<file path="config.mk">
export PLATFORM = sky130hd
export DESIGN_NAME = uart_rx
export DESIGN_NICKNAME = d
export VERILOG_FILES = /design/src/rtl/uart_pkg.sv /design/src/rtl/uart_baud_gen.sv /design/src/rtl/uart_rx.sv
export SDC_FILE = /design/constraint.sdc
export NUM_CORES = 1
export LEC_CHECK = 0
export BUFFER_PORTS_ARGS = -buffer_cell sky130_fd_sc_hd__clkbuf_2
export CAP_MARGIN = 20
export CORE_UTILIZATION = 50
export CTS_BUF_LIST = sky130_fd_sc_hd__clkbuf_4
export CTS_CLUSTER_DIAMETER = 80
export CTS_CLUSTER_SIZE = 28
export DETAILED_ROUTE_END_ITERATION = 8
export PLACE_DENSITY = 0.68
export SLEW_MARGIN = 20
export SYNTH_ARGS = -nofsm -noshare
export SYNTH_HDL_FRONTEND = slang
export SYNTH_SLANG_ARGS = --single-unit
</file>
<file path="constraint.sdc">
create_clock -name clk -period 2.2 [get_ports clk]
set_input_delay 0.22 -clock clk [delete_from_list [all_inputs] [get_ports clk]]
set_output_delay 0.22 -clock clk [all_outputs]
set_load 0.01 [all_outputs]
</file>
<file path="src/rtl/uart_pkg.sv">
`default_nettype none
// ============================================================================
// Module      : uart_pkg
// Description : Shared definitions for the UART transmitter and receiver.
//               Holds the receiver FSM state encodings and the default baud
//               configuration, so both ends of a link agree on bit timing.
//               Defaults: 50 MHz clock, 19200 baud, 16x oversampling, 8N1.
// Revision    : 1.0 - initial release
// ============================================================================
package uart_pkg;

    // Receiver FSM state encodings
    localparam logic [1:0] c_ST_IDLE  = 2'd0;
    localparam logic [1:0] c_ST_START = 2'd1;
    localparam logic [1:0] c_ST_DATA  = 2'd2;
    localparam logic [1:0] c_ST_STOP  = 2'd3;

    // Default link configuration: 50e6 / (19200 * 16) ~= 163
    localparam int c_DEF_CLK_DIV = 163;
    localparam int c_DEF_DBIT    = 8;
    localparam int c_DEF_SB_TICK = 16;

endpackage : uart_pkg
`default_nettype wire

</file>
<file path="src/rtl/uart_baud_gen.sv">
`default_nettype none
// ============================================================================
// Module      : uart_baud_gen
// Description : Free-running oversampling tick generator. Counts
//               0..CLK_DIV-1 and asserts tick for the single cycle in which
//               the count equals CLK_DIV-1, then wraps to 0. Only reset
//               clears the counter, so the tick phase is never disturbed by
//               traffic on the line.
// Ports       : clk   - system clock, rising edge
//               reset - asynchronous, active-high reset
//               tick  - one-cycle oversampling strobe
// Revision    : 1.0 - initial release
// ============================================================================
module uart_baud_gen
    import uart_pkg::*;
#(
    parameter int CLK_DIV = c_DEF_CLK_DIV
) (
    input  logic clk,
    input  logic reset,
    output logic tick
);

    localparam int                 c_CNT_W = (CLK_DIV > 1) ? $clog2(CLK_DIV) : 1;
    localparam logic [c_CNT_W-1:0] c_LAST  = c_CNT_W'(CLK_DIV - 1);
    localparam logic [c_CNT_W-1:0] c_ONE   = c_CNT_W'(1);

    logic [c_CNT_W-1:0] r_cnt;
    logic               w_wrap;

    assign w_wrap = (r_cnt == c_LAST);

    always_ff @(posedge clk or posedge reset) begin
        if (reset) begin
            r_cnt <= '0;
        end else if (w_wrap) begin
            r_cnt <= '0;
        end else begin
            r_cnt <= r_cnt + c_ONE;
        end
    end

    assign tick = w_wrap;

endmodule : uart_baud_gen
`default_nettype wire

</file>
<file path="src/rtl/uart_rx.sv">
`default_nettype none
// ============================================================================
// Module      : uart_rx
// Description : 8N1 UART receiver with 16x oversampling. The asynchronous
//               rx line is synchronized, the start bit is confirmed at its
//               midpoint, data bits are sampled mid-bit LSB first, and the
//               stop bit is checked before the byte is published.
// Ports       : clk       - system clock, rising edge
//               reset     - asynchronous, active-high reset
//               rx        - serial input, idles high, asynchronous to clk
//               d_out     - last correctly framed byte (held between frames)
//               rx_done   - one-cycle pulse when d_out updates
//               frame_err - one-cycle pulse when the stop bit samples low
// Revision    : 1.0 - initial release
// ============================================================================
module uart_rx
    import uart_pkg::*;
#(
    parameter int CLK_DIV = c_DEF_CLK_DIV,
    parameter int DBIT    = c_DEF_DBIT,
    parameter int SB_TICK = c_DEF_SB_TICK
) (
    input  logic       clk,
    input  logic       reset,
    input  logic       rx,
    output logic [7:0] d_out,
    output logic       rx_done,
    output logic       frame_err
);

    localparam logic [3:0] c_S_MID   = 4'd7;
    localparam logic [3:0] c_S_LAST  = 4'd15;
    localparam logic [3:0] c_SB_LAST = 4'(SB_TICK - 1);
    localparam logic [2:0] c_N_LAST  = 3'(DBIT - 1);

    // ------------------------------------------------------------------
    // Synchronizer and oversampling tick
    // ------------------------------------------------------------------
    logic r_rx_meta;
    logic r_rx_s;
    logic w_tick;

    // Both stages reset high so a reset never looks like a start bit.
    always_ff @(posedge clk or posedge reset) begin
        if (reset) begin
            r_rx_meta <= 1'b1;
            r_rx_s    <= 1'b1;
        end else begin
            r_rx_meta <= rx;
            r_rx_s    <= r_rx_meta;
        end
    end

    uart_baud_gen #(
        .CLK_DIV (CLK_DIV)
    ) u_baud_gen (
        .clk   (clk),
        .reset (reset),
        .tick  (w_tick)
    );

    // ------------------------------------------------------------------
    // FSM: state register
    // ------------------------------------------------------------------
    logic [1:0] r_state, w_state_nxt;
    logic [3:0] r_s,     w_s_nxt;
    logic [2:0] r_n,     w_n_nxt;
    logic [7:0] r_b,     w_b_nxt;

    always_ff @(posedge clk or posedge reset) begin
        if (reset) begin
            r_state <= c_ST_IDLE;
            r_s     <= '0;
            r_n     <= '0;
            r_b     <= '0;
        end else begin
            r_state <= w_state_nxt;
            r_s     <= w_s_nxt;
            r_n     <= w_n_nxt;
            r_b     <= w_b_nxt;
        end
    end

    // ------------------------------------------------------------------
    // FSM: next-state logic
    // ------------------------------------------------------------------
    always_comb begin
        w_state_nxt = r_state;
        w_s_nxt     = r_s;
        w_n_nxt     = r_n;
        w_b_nxt     = r_b;
        case (r_state)
            c_ST_IDLE: begin
                // Falling edge is checked every clock so detection
                // resolution is set by the tick, not by a tick boundary.
                if (!r_rx_s) begin
                    w_state_nxt = c_ST_START;
                    w_s_nxt     = '0;
                end
            end
            c_ST_START: begin
                if (w_tick) begin
                    if (r_s == c_S_MID) begin
                        // Still low at mid start bit: a real frame.
                        // High here means a glitch; drop it silently.
                        if (!r_rx_s) begin
                            w_state_nxt = c_ST_DATA;
                            w_s_nxt     = '0;
                            w_n_nxt     = '0;
                        end else begin
                            w_state_nxt = c_ST_IDLE;
                        end
                    end else begin
                        w_s_nxt = r_s + 4'd1;
                    end
                end
            end
            c_ST_DATA: begin
                if (w_tick) begin
                    if (r_s == c_S_LAST) begin
                        w_s_nxt = '0;
                        w_b_nxt = {r_rx_s, r_b[7:1]};
                        if (r_n == c_N_LAST) begin
                            w_state_nxt = c_ST_STOP;
                        end else begin
                            w_n_nxt = r_n + 3'd1;
                        end
                    end else begin
                        w_s_nxt = r_s + 4'd1;
                    end
                end
            end
            c_ST_STOP: begin
                if (w_tick) begin
                    if (r_s == c_SB_LAST) begin
                        w_state_nxt = c_ST_IDLE;
                    end else begin
                        w_s_nxt = r_s + 4'd1;
                    end
                end
            end
            default: begin
                w_state_nxt = c_ST_IDLE;
            end
        endcase
    end

    // ------------------------------------------------------------------
    // FSM: output logic
    // ------------------------------------------------------------------
    logic w_stop_sample;
    logic w_done_set;
    logic w_err_set;

    always_comb begin
        w_stop_sample = (r_state == c_ST_STOP) && w_tick && (r_s == c_SB_LAST);
        w_done_set    = w_stop_sample && r_rx_s;
        w_err_set     = w_stop_sample && !r_rx_s;
    end

    // Registered outputs: pulses land the cycle after the stop-sampling
    // tick, together with the new d_out value.
    logic [7:0] r_d_out;
    logic       r_rx_done;
    logic       r_frame_err;

    always_ff @(posedge clk or posedge reset) begin
        if (reset) begin
            r_d_out     <= '0;
            r_rx_done   <= 1'b0;
            r_frame_err <= 1'b0;
        end else begin
            r_rx_done   <= w_done_set;
            r_frame_err <= w_err_set;
            if (w_done_set) begin
                r_d_out <= r_b;
            end
        end
    end

    assign d_out     = r_d_out;
    assign rx_done   = r_rx_done;
    assign frame_err = r_frame_err;

endmodule : uart_rx
`default_nettype wire

</file>
# ---- Word level (Yosys, flattened, before mapping)
# Index checks and enable logic that the tools add are counted.
dict set report op_classes {
  add_sub_neg 3
  eq_ne 18
  muxes 26
  reduce_logical 11
}
# cell count
set ops {}
lappend ops {{4-bit 2-to-1 mux} 7}
lappend ops {{2-bit != test, second input constant} 11}
lappend ops {{2-bit 2-to-1 mux} 9}
lappend ops {{3-bit 2-to-1 mux} 6}
lappend ops {{4-bit case mux with 4 select lines} 1}
lappend ops {{8-bit by 1-bit adder with 8-bit output, second input constant} 1}
lappend ops {{8-bit == test, second input constant} 1}
lappend ops {{8-bit 2-to-1 mux} 1}
lappend ops {{2-bit case mux with 4 select lines} 1}
lappend ops {{8-bit AND reduction} 1}
lappend ops {{7-bit AND reduction} 1}
lappend ops {{3-bit case mux with 2 select lines} 1}
lappend ops {{4-bit by 1-bit adder with 4-bit output, second input constant} 1}
lappend ops {{2-bit == test, second input constant} 2}
lappend ops {{4-bit by 3-bit == test with 1-bit output, second input constant} 1}
lappend ops {{4-bit == test, second input constant} 1}
lappend ops {{1-bit logical AND} 4}
lappend ops {{4-bit AND reduction} 1}
lappend ops {{3-bit by 1-bit adder with 3-bit output, second input constant} 1}
lappend ops {{3-bit == test, second input constant} 1}
lappend ops {{3-bit AND reduction} 1}
lappend ops {{2-bit by 1-bit == test with 1-bit output, second input constant} 1}
lappend ops {{2-bit logical NOT} 1}
lappend ops {{2-bit nonzero test} 1}
lappend ops {{1-bit logical NOT} 1}
dict set report totals {
  register_bits 37
  inputBits 3
  output_inout_bits 10
  word_cells 68
}

# ---- Depth between registers and ports, before layout
dict set report depth {
  word_depth 5
  ltp_mapped 7
  depth_no_buf 6
}

# ---- Modules after synthesis
# From an unflattened synthesis, not the netlist that was laid out.
dict set report unflattened {
  hier_cells 140
  area_unflattened_um2 1727.9
}
# mod instances cells_each area_per_inst_um2 seq_area_each_um2
set modules_own_cells {}
lappend modules_own_cells {uart_rx 1 102 1317.5 728.2}
lappend modules_own_cells {uart_baud_gen 1 38 410.4 200.2}

# ---- Worst setup path before layout
# OpenSTA, ideal clock, no wires.
dict set report synth_timing {
  path_type {reg2reg}
  start {register u_baud_gen.r_cnt[0]}
  end {register r_d_out[0], in the netlist d_out[0]}
  setup_time_ns 0.125
  t_arrival_ns 1.667
  slack_ns 0.408
  stages_incl_launch_ff 7
  synth_period_minus_slack_ns 1.792
  path_cell_list {dfrtp_1 > inv_1 > ha_1 > nor3b_4 > nand3_4 > nor3_4 > mux2_2}
}
dict set report synth_via {
  elab_chain_cells 4
}
# element line
set synth_lines {}
lappend synth_lines {{start, declared} uart_baud_gen.sv:28} ;# logic [c_CNT_W-1:0] r_cnt;
lappend synth_lines {{start signal, assigned} uart_baud_gen.sv:39} ;# r_cnt <= r_cnt + c_ONE;
lappend synth_lines {{8-bit == test} uart_baud_gen.sv:31} ;# assign w_wrap = (r_cnt == c_LAST);
lappend synth_lines {{1-bit logical AND (2 in series)} uart_rx.sv:156} ;# w_stop_sample = (r_state == c_ST_STOP) && w_tick && (r_s == c_SB_LAST);
lappend synth_lines {{1-bit logical AND} uart_rx.sv:157} ;# w_done_set = w_stop_sample && r_rx_s;
lappend synth_lines {{end signal, assigned} uart_rx.sv:176} ;# r_d_out <= r_b;
lappend synth_lines {{end, declared} uart_rx.sv:163} ;# logic [7:0] r_d_out;
# No other way between the ends.
# A chain may end at the register's enable or synchronous reset.

# ---- Final worst setup path
dict set report layout_timing {
  start {register u_baud_gen.r_cnt[0]}
  end {register r_d_out[4], in the netlist d_out[4]}
}
# The elaborated chain is that of the path after synthesis.

==> out/results.txt <==
Final #Nets: 160
die area: 3775 um2
Placement Setup Slack: 218.3 ps
crit path kind: reg -> reg
IO Pins: 13
fin crit period: 2053 ps
sequential share of the synthesized area: 0.5255
Setup TNS: 0 ps
pin count of the biggest net entering global routing: 38
multi-input logic area: 779.5 um2
Leak Pwr: 0.0009500 uW
register area: 928.4 um2
Yosys top cell area share: 0.4958
max-cap violation count: 0
Hold Vio Cnt, Final: 0
CTS tree: built
Yosys warning total: 0
Avg Inst Size Synth: 12.99 um2
Final Wtd Congestion: 0.8008
ANT cells: 0
DRC viols: 0
f_max: 0.4870 GHz
most common cell after layout, fill and taps aside: dfrtp_1
1st-pass router iterations: 5
initial core utilization: 0.5253
share of post-route cells with drive strength above 1: 0.3268
core area: 3363 um2
Req. time, crit path: 2420 ps
initial DRC count: 54
routed wl met2: 1.371 mm
TritonCTS Buffers: 5
ordered list of cells on the worst path: inv_1 -> ha_1 -> nor3b_4 -> nand3_4 -> nor3_4 -> mux2_2
setup violators final: 0
P&R area growth vs syn: 10.20%
RSZ-0062 raised after global routing: false
initial antenna violation count: 0
Synth area leaders: dfrtp_1 (50%), mux2_4 (6.8%), mux2_2 (6.4%)
Async SR Flop Fraction: 1.000
synth unique cells: 47
antenna-violating nets left: 0
Gate Count Post-Synth: 136
VDD IR max: 355.3 uV
worst-margin pin slew: 560.2 ps
post-CTS setup buffer count: 0
vias in the first global route: 1038
slew margin rel.: 0.6231
Post-CTS Resized: 0
clk sinks: 37
PortBufs: 12
crit path launch type: flip-flop
filler instances: 310
Max H-tree Level: 2
Mapped Area: 1767 um2
Tcrit/Tclk final: 0.9334
overall via count from detail_route: 1094
Worst-Skew Late Latency: 330 ps
Syn Nets: 144
chip width: 61.44 um
Avg Vias per Cell: 5.497
Arr. time, crit path: 2270 ps
Routed WL: 2.922 mm
CTS hold repair buffers: 2
Final HPWL DP: 2.014 mm
row count: 21
routed length per instance: 14.68 um
#FFs+latches synth: 37
CTS Buffer Depth: 2
Root Driver: clkbuf_4
die height: 61.44 um
Final Util: 0.5789
total global-route track usage: 0.1836
top sig layer: met4
Worst Path Max Fanout: 8
EDFF count, synth: 0
grt ovf: 0
dominant cell type by area after synthesis: dfrtp_1
slowest stage delay, CP: 430 ps
Worst Clk Skew: 7.720 ps
Power Density: 598.6 nW/um2
critical path endpoint category: flip-flop
most frequent cells in the layout: dfrtp_1 (35), clkbuf_2 (12), mux2_2 (10)
slowest CP cell: dfrtp_1
clk slew on worst S/H paths: 110 ps
first-pass GRT wire length: 4.940 mm
met1 WL: 1.449 mm
status: complete, no violations
Max Slew Vio Count: 0
WL met3: 87 um
Worst Hold Class: reg -> reg
Most used DFF post-synth: dfrtp_1
Final WS setup: 146.6 ps
power by group:
group	leakage [uW]	switching [uW]	internal, uW	total [uW]
logic	0.000416	15.5	5.98	21.5
clock network	0.0000433	210	249	459
registers	0.000491	1.90	683	685
total	0.000950	227	938	1170
stage by stage:
step                cell area (um2)  total power [uW]  std cells  hold slack (ps)
finish                         1947              1165        199            364.8
global route                   1947              1216        199            372.5
global placement               1848             717.1        189            309.7
detailed placement             1848             718.1        189            310.1
floorplan                      1767             710.2        136            224.5
CTS                            1947              1188        199            365.4
kinds of logic (layout without fill, tap and decap cells):
kind of cell,count (synthesis),in the layout,share of synthesized area
fa+ha+maj,5,5,0.03541
simple gates,41,41,0.1580
buf+inv,10,27,0.03328
mux,19,19,0.1374
flops,37,37,0.5255
xor+xnor,7,7,0.03470
compound gates,17,17,0.07578
layout make-up:
| cell class | count | share of cell area |
|---|---|---|
| inverters | 4 | 0.007712 |
| clock inverters | 2 | 0.01735 |
| well taps | 46 | 0.02956 |
| flip-flops and latches | 37 | 0.4769 |
| multi-input cells | 89 | 0.4004 |
| clock buffers | 6 | 0.02314 |
| repair buffers | 15 | 0.04499 |
worst paths after layout:
path / start / endpoint / slack (ps) / cells after the start
worst min-delay path: r_rx_meta$_DFF_PP1_ / r_rx_s$_DFF_PP1_ / 360 / 0
max in group asynchronous: reset / r_rx_s$_DFF_PP1_ / 1360 / 4
worst min register to register: r_rx_meta$_DFF_PP1_ / r_rx_s$_DFF_PP1_ / 360 / 0
min in group asynchronous: reset / r_b[5]$_DFFE_PP0P_ / 510 / 4
worst max-delay path: u_baud_gen.r_cnt[0]$_DFF_PP0_ / d_out[4]$_DFFE_PP0P_ / 150 / 6
worst max register to register: u_baud_gen.r_cnt[0]$_DFF_PP0_ / d_out[4]$_DFFE_PP0P_ / 150 / 6
synth_stat cells (2+ instances only):
master,count
nand3_1,5
ha_1,5
xor2_1,3
o211ai_1,3
buf_6,2
nand4_1,2
a22o_2,2
inv_1,4
a31oi_1,2
a22o_1,2
buf_2,2
and3_1,3
mux2_2,10
nand2_1,5
dfrtp_1,35
nor2_1,8
dfstp_2,2
mux2_4,8
xnor2_1,4
and4_1,2
metal layers:
layer,global-route usage,vias to the layer above
li1,-,530
met1,0.2453,540
met2,0.2748,22
met3,0.05882,2
met4,0.07937,0
met5,0,-
sequential cells by signal, indices dropped and copies added, names as in the netlist, named ones only:
register / count
r_b: 8
u_baud_gen.r_cnt: 8
r_n: 3
frame_err: 1
r_rx_s: 1
rx_done: 1
r_rx_meta: 1
r_state: 1
d_out: 8
r_s: 4
worst max-delay path: cells and delay by family (launching register included):
kind,cells,cell delay [ps]
muxes,1,390
buffers and inverters,1,90
and+or+nand+nor,3,860
DFF,1,430
adders and majority gates,1,170
No activity file was read; power rests on OpenSTA's default activity.
